## src/rtl/hazard_unit_pkg.sv

```systemverilog
// Shared types and helpers for the RV32 pipeline hazard controller.
package hazard_pkg;

    typedef enum logic [1:0] {
        FWD_RF = 2'b00,
        FWD_W  = 2'b01,
        FWD_M  = 2'b10
    } fwd_sel_t;

    typedef enum logic [1:0] {
        IDLE = 2'b00,
        BUSY = 2'b01,
        DONE = 2'b10
    } div_state_t;

    // M has priority over W; x0 is never forwarded.
    function automatic fwd_sel_t fwd_select(
        input logic [4:0] rs,
        input logic [4:0] rd_m,
        input logic       we_m,
        input logic [4:0] rd_w,
        input logic       we_w
    );
        fwd_sel_t sel;
        if ((rs != 5'd0) && (rs == rd_m) && we_m) begin
            sel = FWD_M;
        end else if ((rs != 5'd0) && (rs == rd_w) && we_w) begin
            sel = FWD_W;
        end else begin
            sel = FWD_RF;
        end
        return sel;
    endfunction

endpackage

```

## src/rtl/hazard_unit_div_stall_fsm.sv

```systemverilog
// Divide-stall sequencer: holds the pipeline front for DIV_CYCLES cycles,
// then pulses div_done_o for one cycle while the result leaves E.
module div_stall_fsm
    import hazard_pkg::*;
#(
    parameter int DIV_CYCLES = 32
) (
    input  logic clk_i,
    input  logic rst_i,
    input  logic div_e_i,
    output logic div_stall_o,
    output logic div_done_o
);

    localparam int CW = $clog2(DIV_CYCLES);

    div_state_t      state_q, state_d;
    logic [CW-1:0]   cnt_q, cnt_d;

    // State and counter registers.
    always_ff @(posedge clk_i) begin
        if (rst_i) begin
            state_q <= IDLE;
            cnt_q   <= '0;
        end else begin
            state_q <= state_d;
            cnt_q   <= cnt_d;
        end
    end

    // Next-state and outputs; the stall is Mealy in IDLE so it covers the
    // very cycle the divide first appears in E.
    always_comb begin
        state_d     = state_q;
        cnt_d       = cnt_q;
        div_stall_o = 1'b0;
        div_done_o  = 1'b0;
        if (rst_i) begin
            state_d = IDLE;
            cnt_d   = '0;
        end else begin
            case (state_q)
                IDLE: begin
                    if (div_e_i) begin
                        div_stall_o = 1'b1;
                        cnt_d       = CW'(DIV_CYCLES - 2);
                        state_d     = BUSY;
                    end else begin
                        state_d = IDLE;
                    end
                end
                BUSY: begin
                    div_stall_o = 1'b1;
                    if (cnt_q == '0) begin
                        state_d = DONE;
                    end else begin
                        cnt_d = cnt_q - CW'(1);
                    end
                end
                DONE: begin
                    // The divide is still in E here; going straight to IDLE
                    // without looking at div_e_i prevents a retrigger.
                    div_done_o = 1'b1;
                    state_d    = IDLE;
                end
                default: begin
                    state_d = IDLE;
                    cnt_d   = '0;
                end
            endcase
        end
    end

endmodule

```

## src/rtl/hazard_unit.sv

```systemverilog
// Central hazard controller: combinational forwarding, load-use and branch
// handling, plus the divide stall sequencer.
module hazard_unit
    import hazard_pkg::*;
#(
    parameter int DIV_CYCLES = 32
) (
    input  logic       clk_i,
    input  logic       rst_i,
    input  logic [4:0] rs1_d_i,
    input  logic [4:0] rs2_d_i,
    input  logic [4:0] rs1_e_i,
    input  logic [4:0] rs2_e_i,
    input  logic [4:0] rd_e_i,
    input  logic [4:0] rd_m_i,
    input  logic [4:0] rd_w_i,
    input  logic       reg_write_m_i,
    input  logic       reg_write_w_i,
    input  logic       load_e_i,
    input  logic       pc_src_e_i,
    input  logic       div_e_i,
    output logic [1:0] forward_a_e_o,
    output logic [1:0] forward_b_e_o,
    output logic       stall_f_o,
    output logic       stall_d_o,
    output logic       stall_e_o,
    output logic       flush_d_o,
    output logic       flush_e_o,
    output logic       flush_m_o,
    output logic       div_busy_o,
    output logic       div_done_o
);

    logic div_stall_s;
    logic div_done_s;
    logic lw_stall_s;

    div_stall_fsm #(
        .DIV_CYCLES (DIV_CYCLES)
    ) u_div_stall_fsm (
        .clk_i       (clk_i),
        .rst_i       (rst_i),
        .div_e_i     (div_e_i),
        .div_stall_o (div_stall_s),
        .div_done_o  (div_done_s)
    );

    // Hazard detection and output merge; reset drains every stage.
    always_comb begin
        lw_stall_s    = load_e_i && (rd_e_i != 5'd0) &&
                        ((rd_e_i == rs1_d_i) || (rd_e_i == rs2_d_i));
        forward_a_e_o = FWD_RF;
        forward_b_e_o = FWD_RF;
        stall_f_o     = 1'b0;
        stall_d_o     = 1'b0;
        stall_e_o     = 1'b0;
        flush_d_o     = 1'b0;
        flush_e_o     = 1'b0;
        flush_m_o     = 1'b0;
        div_busy_o    = 1'b0;
        div_done_o    = 1'b0;
        if (rst_i) begin
            flush_d_o = 1'b1;
            flush_e_o = 1'b1;
            flush_m_o = 1'b1;
        end else begin
            forward_a_e_o = fwd_select(rs1_e_i, rd_m_i, reg_write_m_i, rd_w_i, reg_write_w_i);
            forward_b_e_o = fwd_select(rs2_e_i, rd_m_i, reg_write_m_i, rd_w_i, reg_write_w_i);
            stall_f_o     = lw_stall_s | div_stall_s;
            stall_d_o     = lw_stall_s | div_stall_s;
            stall_e_o     = div_stall_s;
            flush_d_o     = pc_src_e_i;
            // A frozen E stage holds the divide and must never be bubbled.
            flush_e_o     = (lw_stall_s | pc_src_e_i) & ~div_stall_s;
            flush_m_o     = div_stall_s;
            div_busy_o    = div_stall_s;
            div_done_o    = div_done_s;
        end
    end

endmodule

```

## config.mk

```make
export PLATFORM = sky130hd
export DESIGN_NAME = hazard_unit
export DESIGN_NICKNAME = d
export VERILOG_FILES = /design/src/rtl/hazard_unit_pkg.sv /design/src/rtl/hazard_unit_div_stall_fsm.sv /design/src/rtl/hazard_unit.sv
export SDC_FILE = /design/constraint.sdc
export NUM_CORES = 1
export LEC_CHECK = 0
export CAP_MARGIN = 5
export CORE_UTILIZATION = 41
export CTS_CLUSTER_DIAMETER = 50
export DETAILED_ROUTE_END_ITERATION = 10
export PLACE_DENSITY = 0.86
export SYNTH_ARGS = -nofsm -noshare
export SYNTH_HDL_FRONTEND = slang
export SYNTH_HIERARCHICAL = 1
export SYNTH_SLANG_ARGS = --single-unit
```

## constraint.sdc

```tcl
create_clock -name clk_i -period 2.8 [get_ports clk_i]
set_input_delay 0.42 -clock clk_i [delete_from_list [all_inputs] [get_ports clk_i]]
set_output_delay 0.42 -clock clk_i [all_outputs]
set_load 0.005 [all_outputs]
```

=== Word-level counts from Yosys, hierarchy flattened ===
Cells that the tools add are included.

* Logic and storage cells: 58
* Bits of input ports: 42
* Register bits: 7
* Output and inout port bits: 12

* Bitwise operators: 5
* Equality and inequality tests: 11
* Reductions and logical operators: 17
* Mux-type cells: 22
* $add $sub $neg: 1

{| class="wikitable"
|+ Operator list
! kind !! count
|-
| == test 5 bit || 6
|-
| one-hot mux 5 bit (3 select lines) || 1
|-
| nonzero test 5 bit || 3
|-
| 2-to-1 mux 1 bit || 12
|-
| logical AND 1 bit || 10
|-
| 2-to-1 mux 2 bit || 5
|-
| 2-to-1 mux 5 bit || 2
|-
| logical NOT 5 bit || 1
|-
| subtractor 5 x 1 -> 5 bit, second input constant || 1
|-
| != test 2 bit, second input constant || 2
|-
| one-hot mux 2 bit (2 select lines) || 1
|-
| AND reduction 3 bit || 1
|-
| == test 2 x 1 -> 1 bit, second input constant || 1
|-
| == test 2 bit, second input constant || 1
|-
| logical NOT 2 bit || 1
|-
| != test 2 x 1 -> 1 bit, second input constant || 1
|-
| NOT 1 bit || 2
|-
| bitwise OR 1 bit || 2
|-
| one-hot mux 1 bit (2 select lines) || 1
|-
| AND 1 bit || 1
|-
| logical OR 1 bit || 1
|}

=== Depth between registers and ports, before layout ===
Gate-level depths: netlist (run 1).

* Depth in word-level cells: 6
* Mapped depth: 6
* Depth with buffers taken out: 6

=== Cells and area by module ===
Netlist (run 1), hierarchy kept.

{| class="wikitable"
|+ By module, submodules not included
! module !! seq. area each (sq um) !! area an instance (sq um) !! cells an instance !! instances
|-
| hazard_unit || 0.0 || 509.2 || 64 || 1
|-
| div_stall_fsm || 140.1 || 416.6 || 43 || 1
|}

=== Least setup slack after synthesis (run 1) ===
Ideal clock, no wire load.

* Path type: input -> output
* From: input rs1_e_i[1]
* To: output forward_a_e_o[0]
* Stages: 4
* Path slack: 998 ps
* Arrival time: 1382 ps
* Data required time: 2380 ps
* Buffers on the path: 0
* Cells stage by stage: or4_4 nor2_4 nor4_2 nor4_2

* Cells in the longest elaborated chain, start to end: 6
* Elaborated cells between the ends (all ways): 10
* Those cells by class: eq/ne (2); mux (3); reduce/logical (5)

{| class="wikitable"
|+ Ends and longest elaborated chain
! element !! line !! source
|-
| start: declaration || hazard_unit.sv:12 || <nowiki>input logic [4:0] rs1_e_i,</nowiki>
|-
| == test 5 bit or nonzero test 5 bit (tied branches) || hazard_unit_pkg.sv:27, hazard_unit_pkg.sv:25 ||
|-
| logical AND 1 bit (2 in a row) || hazard_unit_pkg.sv:27 || <nowiki>end else if ((rs != 5'd0) && (rs == rd_w) && we_w) begin</nowiki>
|-
| 2-to-1 mux 1 bit || hazard_unit_pkg.sv:27 ||
|-
| 2-to-1 mux 2 bit (*) || hazard_unit_pkg.sv:25 || <nowiki>if ((rs != 5'd0) && (rs == rd_m) && we_m) begin</nowiki>
|-
| 2-to-1 mux 2 bit (*) || hazard_unit.sv:62 || <nowiki>if (rst_i) begin</nowiki>
|-
| end: declaration || hazard_unit.sv:22 || <nowiki>output logic [1:0] forward_a_e_o,</nowiki>
|}

Mark *: on every way between the ends. The rest lies on a longest branch, timed or not.

=== Worst setup path in the final report (run 1) ===
* From: input rd_e_i[2]
* To: output stall_f_o

* Cells in the longest elaborated chain, start to end: 5
* Elaborated cells between the ends (all ways): 8
* Those cells by class: eq/ne (2); mux (1); bitwise (1); reduce/logical (4)

{| class="wikitable"
|+ Ends and longest elaborated chain
! element !! line !! source
|-
| start: declaration || hazard_unit.sv:14 || <nowiki>input logic [4:0] rd_e_i,</nowiki>
|-
| == test 5 bit or nonzero test 5 bit (tied branches) || hazard_unit.sv:51, hazard_unit.sv:50 ||
|-
| logical OR 1 bit or logical AND 1 bit (tied branches) || hazard_unit.sv:51, hazard_unit.sv:50 ||
|-
| logical AND 1 bit (*) || hazard_unit.sv:50 || <nowiki>lw_stall_s = load_e_i && (rd_e_i != 5'd0) &&</nowiki>
|-
| bitwise OR 1 bit (*) || hazard_unit.sv:69 || <nowiki>stall_f_o = lw_stall_s | div_stall_s;</nowiki>
|-
| 2-to-1 mux 1 bit (*) || hazard_unit.sv:62 ||
|-
| end: declaration || hazard_unit.sv:24 || <nowiki>output logic stall_f_o,</nowiki>
|}

Marked as above.

==> results of run 1 <==
## where the power goes
group / internal, mW / leakage (nW) / switching, mW
Sequential: 0.121 / 0.0581 / 0.0348
Combinational: 0.167 / 0.550 / 0.122
Clock: 0.0525 / 0.0177 / 0.0434
Total: 0.341 / 0.625 / 0.200
## stage by stage
stage / area (um2) / setup slack, ps
final: 1595 / 106.1
after global routing: 1595 / -64.19
after CTS: 1580 / 25.94
after detailed placement: 1554 / -1.057
after global placement: 1554 / -0.005773
after floorplan: 925.9 / 998.5
## layout make-up
type                       count  area (um2)
tap                           27       33.78
clock buffer                   3       22.52
fill                         148       446.7
clock inverter                 1       5.005
inverter                       6       22.52
sequential                     7       140.1
multi-input combinational     91       754.5
timing repair buffer          64       616.8
## worst reg2reg max path, stage by stage, from the launching register on
cell,delay [ps]
dfxtp_1,350
inv_1,100
ha_1,160
or4b_4,520
o221ai_4,240
inv_2,50
a221o_1,320
## cells in the final DEF, fill, tap and decap left out, drive strengths merged, types with 2 or more instances in the layout
cell type	instances
dfxtp	7
nor2	5
nor3b	2
or4	5
a21oi	4
dlymetal6s2s	2
buf	11
nor3	3
nand4	4
nand2	5
xnor2	16
o31ai	3
ha	2
nor2b	5
nand2b	2
or2	2
inv	6
xor2	14
nor4	4
clkdlybuf4s50	50
a31oi	2
clkbuf	3
## sequential cells by signal (all words and copies together), names as in the netlist
| register | count |
|---|---|
| u_div_stall_fsm/cnt_q | 5 |
| u_div_stall_fsm/state_q | 2 |
## logic make-up (layout without fill, tap and decap cells)
kind of cell	count (synthesis)	count (layout)
AOI/OAI and AO/OA	19	19
xor gates and xnor gates	30	30
adders and majority gates	2	2
buffers and inverters	9	74
DFF	7	7
and+or+nand+nor	40	40
## repair_timing
action	in CTS	in global routing
resized for setup	1	5
setup endpoints to repair	1	4
pin swaps	0	1
## path summary, 6_finish.rpt
check,from,endpoint,cells after the start
setup / recovery,rd_e_i[2],stall_f_o,6
hold / removal,u_div_stall_fsm/cnt_q[1],u_div_stall_fsm/cnt_q[1],2
hold reg to reg,u_div_stall_fsm/cnt_q[1],u_div_stall_fsm/cnt_q[1],2
setup reg to reg,u_div_stall_fsm/cnt_q[0],u_div_stall_fsm/cnt_q[4],6
## metal layers
metal  track usage (%)  wire length, um  up-vias
li1                  -                -      518
met1             24.35             1107      481
met2             47.97             1594       41
met3             2.778              129        2
met4             4.286                4        0
met5                 0                0        -
==> key figures, run 1 <==
Status
  • Status: finished, final reports clean

Timing
  • Setup TNS: 0 ps
  • Max frequency: 0.3712 GHz
  • Crit share post-route: 96.21%
  • Slew margin rel.: 65.79%
  • Setup violators final: 0
  • Clock skew after layout: 4.267 ps
  • Fin. max-slew vios: 0
  • Fin Hold WS: 492.7 ps
  • Least-Margin Pin Slew: 512.4 ps
  • Tmin final: 2694 ps
  • Fin. Hold Viols: 0

Critical path
  • CP dominant cell by count: clkdlybuf4s50_1
  • CP startpoint kind: primary input
  • CP Max Fanout: 3
  • CP endpoint kind: output port
  • Buf/Inv on CP: 2
  • Cell Chain, Critical Path: clkdlybuf4s50_1 > xor2_1 > nor3_2 > a22oi_1 > o31ai_2 > clkdlybuf4s50_1
  • CP peak stage delay: 550 ps
  • R2R setup slack: 960 ps
  • CP delay by family, top: buffers and inverters
  • WP data arrival: 2270 ps
  • WP data required: 2380 ps
  • Slowest-stage cell, CP: clkdlybuf4s50_1
  • WS Path Type: in -> out

Logic synthesis
  • Post-synthesis mux area share: 0%
  • Synthesized area per cell: 8.653 um2
  • Yosys Warn Count: 6
  • Syn_nets: 151
  • Async set-reset flop share out of synthesis: 0%
  • Synthesized-area fraction occupied by adder cells: 2.703%
  • Post-synthesis compound-gate area fraction: 18.24%
  • Post-synthesis cell type count: 37
  • Post-synth top cells: xnor2_1 (16), xor2_1 (14), dfxtp_1 (7)
  • EDFF count, synth: 0
  • Synthesized area: 925.9 um2
  • Synth top area cells: dfxtp_1 (15%), xnor2_1 (15%), xor2_1 (13%)
  • Post-synth top area cell: dfxtp_1
  • Mapped Cells: 107
  • #FFs+latches synth: 7
  • Sequential fraction of the synthesis area: 15.14%
  • Synth top area share: 15.14%
  • Combinational family with the most area after synthesis: simple AND/OR/NAND/NOR gates
  • Simple-gate area share of the yosys netlist: 31.08%
  • Dominant synthesized flop cell: dfxtp_1
  • Most frequent cell after synthesis: xnor2_1
  • XOR/XNOR share of the synthesized area: 28.38%

Worst hold path
  • Worst min-delay path class: reg -> reg

Layout
  • Area delta synth->final: 72.30%
  • Nets: 217
  • Ant diodes: 0
  • Non-Filler Instances: 199
  • Share of layout cells above drive strength 1: 20.35%
  • Finished Core Util: 78.13%

Drt
  • DR DRC count: 0
  • Number of detailed-routing iterations run before antenna repair: 4
  • Post-Route WL: 2.836 mm
  • Vias per inst: 5.236
  • Post-route ant nets: 0
  • First DRT Iteration DRCs: 25
  • Vias post-DR: 1042
  • WL/cell: 14.25 um

Floorplan
  • Row count: 16
  • Core area: 2042 um2
  • Die Wd: 49.52 um
  • Die ar.: 2452 um2
  • Initial Utilization: 45.34%
  • Die span in y: 49.52 um
  • I/O pins: 54

Global routing
  • Total track usage: 23.24%
  • Initial antenna violation count: 0
  • Global-route wire length before repair: 4.381 mm
  • GRT overflow: 0
  • Largest net degree at the start of global routing: 14
  • Vias in the first global route: 1052

Placement
  • DP HPWL: 2.432 mm
  • Port buffer count: 53
  • DP Cell Count: 195
  • Final GP Congestion: 0.8150

Pwr
  • Pwr dens: 339.0 nW/um2
  • Pwr Total: 0.5408 mW
  • Pleak: 0.6253 nW
  • Peak VDD IR: 259.8 uV

CTS
  • CTS tree: built
  • Worst-Skew Late Latency: 250 ps
  • Num CTS Buffers: 3
  • Clock root buffer: clkbuf_4
  • Clock sinks: 7
  • Setup Buffers After CTS: 0
  • CTS Hold Bufs: 0
  • CTS Buffer Depth: 2
  • Clock slew at reported path FFs: 60 ps
  • H-tree levels: 1

Job
  • MaxCap Viol Count: 0
(Power assumes the default switching activity.)
==> inputs of run 2 (changes only) <==
--- a/config.mk
+++ b/config.mk
@@ -6,10 +6,10 @@
 export NUM_CORES = 1
 export LEC_CHECK = 0
 export CAP_MARGIN = 5
-export CORE_UTILIZATION = 41
+export CORE_UTILIZATION = 38
 export CTS_CLUSTER_DIAMETER = 50
 export DETAILED_ROUTE_END_ITERATION = 10
-export PLACE_DENSITY = 0.86
+export PLACE_DENSITY = 0.81
 export SYNTH_ARGS = -nofsm -noshare
 export SYNTH_HDL_FRONTEND = slang
 export SYNTH_HIERARCHICAL = 1
==> key figures, run 2 (same netlist as run 1, synthesis figures left out) <==
Status
  • Status: finished, final reports clean (unchanged)

Timing
  • Clock skew after layout: 6.461 ps (was 4.267 ps)
  • Setup TNS: 0 ps (unchanged)
  • Least-Margin Pin Slew: 479.6 ps (was 512.4 ps)
  • Max frequency: 0.3723 GHz (was 0.3712 GHz)
  • RSZ-0062 raised after global routing: false
  • Setup violators final: 0 (unchanged)
  • Crit share post-route: 95.94% (was 96.21%)
  • Tmin final: 2686 ps (was 2694 ps)
  • Slew margin rel.: 67.98% (was 65.79%)
  • Fin. Hold Viols: 0 (unchanged)
  • Fin. max-slew vios: 0 (unchanged)

Global routing
  • GRT overflow: 0 (unchanged)
  • Largest net degree at the start of global routing: 14 (unchanged)
  • Vias in the first global route: 989 (was 1052)
  • Total track usage: 20.70% (was 23.24%)
  • Initial antenna violation count: 0 (unchanged)
  • Global-route wire length before repair: 4.043 mm (was 4.381 mm)

Drt
  • First DRT Iteration DRCs: 5 (was 25)
  • Post-Route WL: 2.474 mm (was 2.836 mm)
  • Number of detailed-routing iterations run before antenna repair: 3 (was 4)
  • Post-route ant nets: 0 (unchanged)
  • Vias per inst: 5.020 (was 5.236)
  • WL/cell: 12.37 um (was 14.25 um)
  • Vias post-DR: 1004 (was 1042)
  • DR DRC count: 0 (unchanged)

Floorplan
  • Initial Utilization: 41.07% (was 45.34%)
  • Row count: 17 (was 16)
  • I/O pins: 54 (unchanged)
  • Die span in y: 51.36 um (was 49.52 um)
  • Die ar.: 2638 um2 (was 2452 um2)
  • Die Wd: 51.36 um (was 49.52 um)
  • Core area: 2255 um2 (was 2042 um2)

Layout
  • Most flops, register: u_div_stall_fsm/cnt_q (unchanged)
  • Largest registers: u_div_stall_fsm/cnt_q x5, u_div_stall_fsm/state_q x2 (unchanged)
  • Ant diodes: 0 (unchanged)
  • Share of layout cells above drive strength 1: 19.19% (was 20.35%)
  • Nets: 217 (unchanged)
  • Area delta synth->final: 71.49% (was 72.30%)
  • Largest register FFs: 5 (unchanged)
  • Commonest non-fill, non-tap cell in the layout: clkdlybuf4s50_1 (unchanged)
  • Design Area, Final: 1588 um2 (was 1595 um2)
  • Commonest non-fill, non-tap cells in the layout: clkdlybuf4s50_1 (51), xnor2_1 (16), xor2_1 (14) (was clkdlybuf4s50_1 (50), xnor2_1 (16), xor2_1 (14))

Critical path
  • WP data arrival: 2270 ps (about the same)
  • WS Path Type: in -> out (unchanged)
  • CP Max Fanout: 3 (unchanged)
  • WP data required: 2380 ps (about the same)
  • CP startpoint kind: primary input (unchanged)
  • R2R setup slack: 1000 ps (was 960 ps)
  • CP endpoint kind: output port (unchanged)

CTS
  • Clock sinks: 7 (unchanged)
  • Worst-Skew Late Latency: 260 ps (was 250 ps)
  • Num CTS Buffers: 3 (unchanged)
  • CTS Hold Bufs: 0 (unchanged)
  • CTS tree: built (unchanged)
  • Setup Buffers After CTS: 0 (unchanged)
  • Clock root buffer: clkbuf_4 (unchanged)
  • H-tree levels: 1 (unchanged)
  • Clock slew at reported path FFs: 50 ps (was 60 ps)
  • CTS Buffer Depth: 2 (unchanged)

Pwr
  • Pleak: 0.6151 nW (was 0.6253 nW)
  • Peak VDD IR: 220.3 uV (was 259.8 uV)
  • Pwr dens: 335.7 nW/um2 (was 339.0 nW/um2)

Job
  • MaxCap Viol Count: 0 (unchanged)

Placement
  • Port buffer count: 53 (unchanged)
  • DP HPWL: 2.175 mm (was 2.432 mm)
  • DP Area: 1555 um2 (was 1554 um2)
  • Final GP Congestion: 0.7339 (was 0.8150)

Worst hold path
  • Worst min-delay path class: reg -> reg (unchanged)
-- run 2: worst paths after layout --
kind / startpoint / end / cells after the start
worst max-delay path: rd_e_i[3] / stall_d_o / 6
worst min-delay path: u_div_stall_fsm/cnt_q[1] / u_div_stall_fsm/cnt_q[1] / 2
worst max register to register: u_div_stall_fsm/cnt_q[0] / u_div_stall_fsm/cnt_q[4] / 6
worst min register to register: u_div_stall_fsm/cnt_q[1] / u_div_stall_fsm/cnt_q[1] / 2
-- run 2: critical path, stage by stage --
cell	delay, ps
clkdlybuf4s50_1	470
xor2_1	190
nor3_1	200
a22oi_1	160
o31ai_2	270
clkdlybuf4s50_1	540
-- run 2: routing by layer --
layer,track usage (%),part of all wire (%)
met5,0,0
met1,23.85,42
met4,9.910,2.3
met3,3.869,5.2
met2,36.15,51
-- run 2: what timing repair did --
item	4_1_cts	5_1_grt
resized for setup	1	3
pin swaps	0	0
hold endpoints to repair	0	0
setup endpoints to repair	1	3
-- run 2: per-stage QoR --
step	total power [mW]	setup slack, ps	instances	hold WS (ps)	utilization (%)
2_1_floorplan	0.3058	998.5	107	446.7	-
3_3_place_gp	0.4251	8.078	196	466.5	68.98
3_5_place_dp	0.4360	2.200	196	488.7	68.98
4_1_cts	0.5368	15.29	200	495.9	70.09
5_1_grt	0.5716	18.93	200	525.7	70.42
6_report	0.5330	113.7	200	493.0	70.42
-- run 2: area by class of cell --
cell class | instances | area (um2)
multi-input cells | 91 | 749.5
fillers | 180 | 666.9
repair buffers | 64 | 614.3
flip-flops and latches | 7 | 140.1
well taps | 28 | 35.03
clock buffers | 4 | 26.28
inverters | 6 | 22.52
-- run 2: where the power goes --
part,internal (mW),total [mW],switching (mW)
Combinational,0.166,0.280,0.113
Sequential,0.121,0.154,0.0332
Clock,0.0548,0.0988,0.0440
Total,0.343,0.533,0.190
==> inputs of run 3 (changes only) <==
--- a/config.mk
+++ b/config.mk
@@ -5,11 +5,11 @@
 export SDC_FILE = /design/constraint.sdc
 export NUM_CORES = 1
 export LEC_CHECK = 0
-export CAP_MARGIN = 5
-export CORE_UTILIZATION = 38
+export CAP_MARGIN = 15
+export CORE_UTILIZATION = 32
 export CTS_CLUSTER_DIAMETER = 50
 export DETAILED_ROUTE_END_ITERATION = 10
-export PLACE_DENSITY = 0.81
+export PLACE_DENSITY = 0.7
 export SYNTH_ARGS = -nofsm -noshare
 export SYNTH_HDL_FRONTEND = slang
 export SYNTH_HIERARCHICAL = 1
==> key figures, run 3 (same netlist as run 1, synthesis figures left out) <==
CTS
  • Clock slew at reported path FFs: 50 ps (about the same)
  • Worst-Skew Late Latency: 240 ps (was 260 ps)
  • CTS Hold Bufs: 0 (unchanged)
  • Num CTS Buffers: 3 (unchanged)
  • H-tree levels: 1 (unchanged)
  • CTS tree: built (unchanged)
  • Setup Buffers After CTS: 0 (unchanged)
  • Clock root buffer: clkbuf_4 (unchanged)
  • Clock sinks: 7 (unchanged)
  • CTS Buffer Depth: 2 (unchanged)

Critical path
  • WP data arrival: 2270 ps (about the same)
  • Cell Chain, Critical Path: clkdlybuf4s50_1 > xor2_1 > nor3_1 > a22oi_1 > o31ai_2 > clkdlybuf4s50_1 (unchanged)
  • R2R setup slack: 1010 ps (was 1000 ps)
  • Slowest-stage cell, CP: clkdlybuf4s50_1 (unchanged)
  • CP peak stage delay: 550 ps (was 540 ps)
  • WS Path Type: in -> out (unchanged)
  • CP endpoint kind: output port (unchanged)
  • CP Max Fanout: 3 (unchanged)
  • R2R depth: 6 (unchanged)
  • CP dominant cell by count: clkdlybuf4s50_1 (unchanged)
  • WP data required: 2380 ps (about the same)
  • CP startpoint kind: primary input (unchanged)

Global routing
  • Global-route wire length before repair: 4.353 mm (was 4.043 mm)
  • Vias in the first global route: 1068 (was 989)
  • Largest net degree at the start of global routing: 12 (was 14)
  • Initial antenna violation count: 0 (unchanged)
  • GRT overflow: 0 (unchanged)
  • Total track usage: 17.20% (was 20.70%)

Drt
  • WL/cell: 13.02 um (was 12.37 um)
  • Post-Route WL: 2.631 mm (was 2.474 mm)
  • Vias post-DR: 1008 (was 1004)
  • DR DRC count: 0 (unchanged)
  • Number of detailed-routing iterations run before antenna repair: 6 (was 3)
  • First DRT Iteration DRCs: 34 (was 5)
  • Post-route ant nets: 0 (unchanged)
  • Vias per inst: 4.990 (was 5.020)

Status
  • Status: finished, final reports clean (unchanged)

Placement
  • DP Cell Count: 198 (was 196)
  • Final GP Congestion: 0.8135 (was 0.7339)
  • DP HPWL: 2.334 mm (was 2.175 mm)
  • Port buffer count: 53 (unchanged)

Timing
  • Crit share post-route: 96.24% (was 95.94%)
  • Fin Hold WS: 499.4 ps (was 493.0 ps)
  • Max frequency: 0.3711 GHz (was 0.3723 GHz)
  • Fin. Hold Viols: 0 (unchanged)
  • Clock skew after layout: 2.548 ps (was 6.461 ps)
  • Tmin final: 2695 ps (was 2686 ps)
  • Fin. max-slew vios: 0 (unchanged)
  • Slew margin rel.: 66.42% (was 67.98%)
  • Setup violators final: 0 (unchanged)
  • Least-Margin Pin Slew: 503.1 ps (was 479.6 ps)
  • RSZ-0062 raised after global routing: true (was false)

Layout
  • Nets: 216 (was 217)
  • Commonest non-fill, non-tap cells in the layout: clkdlybuf4s50_1 (51), xnor2_1 (16), xor2_1 (14) (unchanged)
  • Filler Cells Inserted: 265 (was 180)
  • Ant diodes: 0 (unchanged)
  • Commonest non-fill, non-tap cell in the layout: clkdlybuf4s50_1 (unchanged)
  • Reg area: 140.1 um2 (unchanged)
  • Largest register FFs: 5 (unchanged)
  • Area delta synth->final: 71.08% (was 71.49%)
  • Area of the multi-input gates: 749.5 um2 (unchanged)
  • Most flops, register: u_div_stall_fsm/cnt_q (unchanged)
  • Largest registers: u_div_stall_fsm/cnt_q x5, u_div_stall_fsm/state_q x2 (unchanged)
  • Non-Filler Instances: 202 (was 200)
  • Share of layout cells above drive strength 1: 18.71% (was 19.19%)

Floorplan
  • Die Wd: 55.79 um (was 51.36 um)
  • Die span in y: 55.79 um (was 51.36 um)
  • Row count: 19 (was 17)
  • I/O pins: 54 (unchanged)
  • Die ar.: 3113 um2 (was 2638 um2)
  • Initial Utilization: 33.58% (was 41.07%)
  • Core area: 2758 um2 (was 2255 um2)

Worst hold path
  • Worst min-delay path class: reg -> reg (unchanged)
  • Hold path cells: 2 (unchanged)

Pwr
  • Peak VDD IR: 357.2 uV (was 220.3 uV)
  • Pwr dens: 333.1 nW/um2 (was 335.7 nW/um2)
  • Pleak: 0.6091 nW (was 0.6151 nW)

Job
  • MaxCap Viol Count: 0 (unchanged)
==> run 3: cell types whose count changed in the layout (fill, tap and decap cells not counted) <==
| cell | change |
|---|---|
| buf_4 | -1 |
| o21ai_0 | +1 |
| o21ai_1 | -1 |
==> run 3: layout make-up <==
class / count / share of cell area (%)
Inverter: 6 / 1.422
Sequential cell: 7 / 8.847
Tap cell: 31 / 2.449
Multi-Input combinational cell: 91 / 47.31
Clock buffer: 4 / 1.659
Timing Repair Buffer: 63 / 38.31
==> run 3: timing repair <==
action,CTS,global route
resized for setup,1,2
endpoints found under the setup margin,1,3
cloned,0,0
pin swaps,0,0
==> run 3: final timing paths <==
check	startpoint	end
worst max-delay path	rd_e_i[3]	stall_d_o
worst min-delay path	u_div_stall_fsm/cnt_q[1]	u_div_stall_fsm/cnt_q[1]
worst max register to register	u_div_stall_fsm/cnt_q[1]	u_div_stall_fsm/cnt_q[4]
worst min register to register	u_div_stall_fsm/cnt_q[1]	u_div_stall_fsm/cnt_q[1]
==> run 3: power by group <==
group | internal [mW] | switching [mW]
clock network | 0.0543 | 0.0357
registers | 0.121 | 0.0349
logic | 0.167 | 0.115
==> run 3: critical path: cells and delay by family <==
kind | cells | cell delay (ps)
compound gates | 2 | 430
xor+xnor | 1 | 180
buf+inv | 2 | 1010
simple gates | 1 | 220
==> run 3: routing by layer <==
metal	GRT usage (%)	up-vias	share of wire, %
met1	18.57	461	41
li1	-	515	-
met3	2.558	2	4.7
met5	0	-	0
met4	5.357	0	0.91
met2	33.73	30	54
==> run 3: through the flow <==
| step | worst slack (ps) | util [%] | power (mW) | TNS, ps | cell area [um2] |
|---|---|---|---|---|---|
| after floorplan | 998.5 | - | 0.3058 | 0 | 925.9 |
| after global placement | 30.22 | 56.26 | 0.4262 | 0 | 1551 |
| after detailed placement | -66.47 | 56.26 | 0.4396 | -66.47 | 1551 |
| after CTS | 20.86 | 57.17 | 0.5324 | 0 | 1577 |
| after global routing | -3.340 | 57.44 | 0.5672 | -3.340 | 1584 |
| final | 105.2 | 57.44 | 0.5277 | 0 | 1584 |
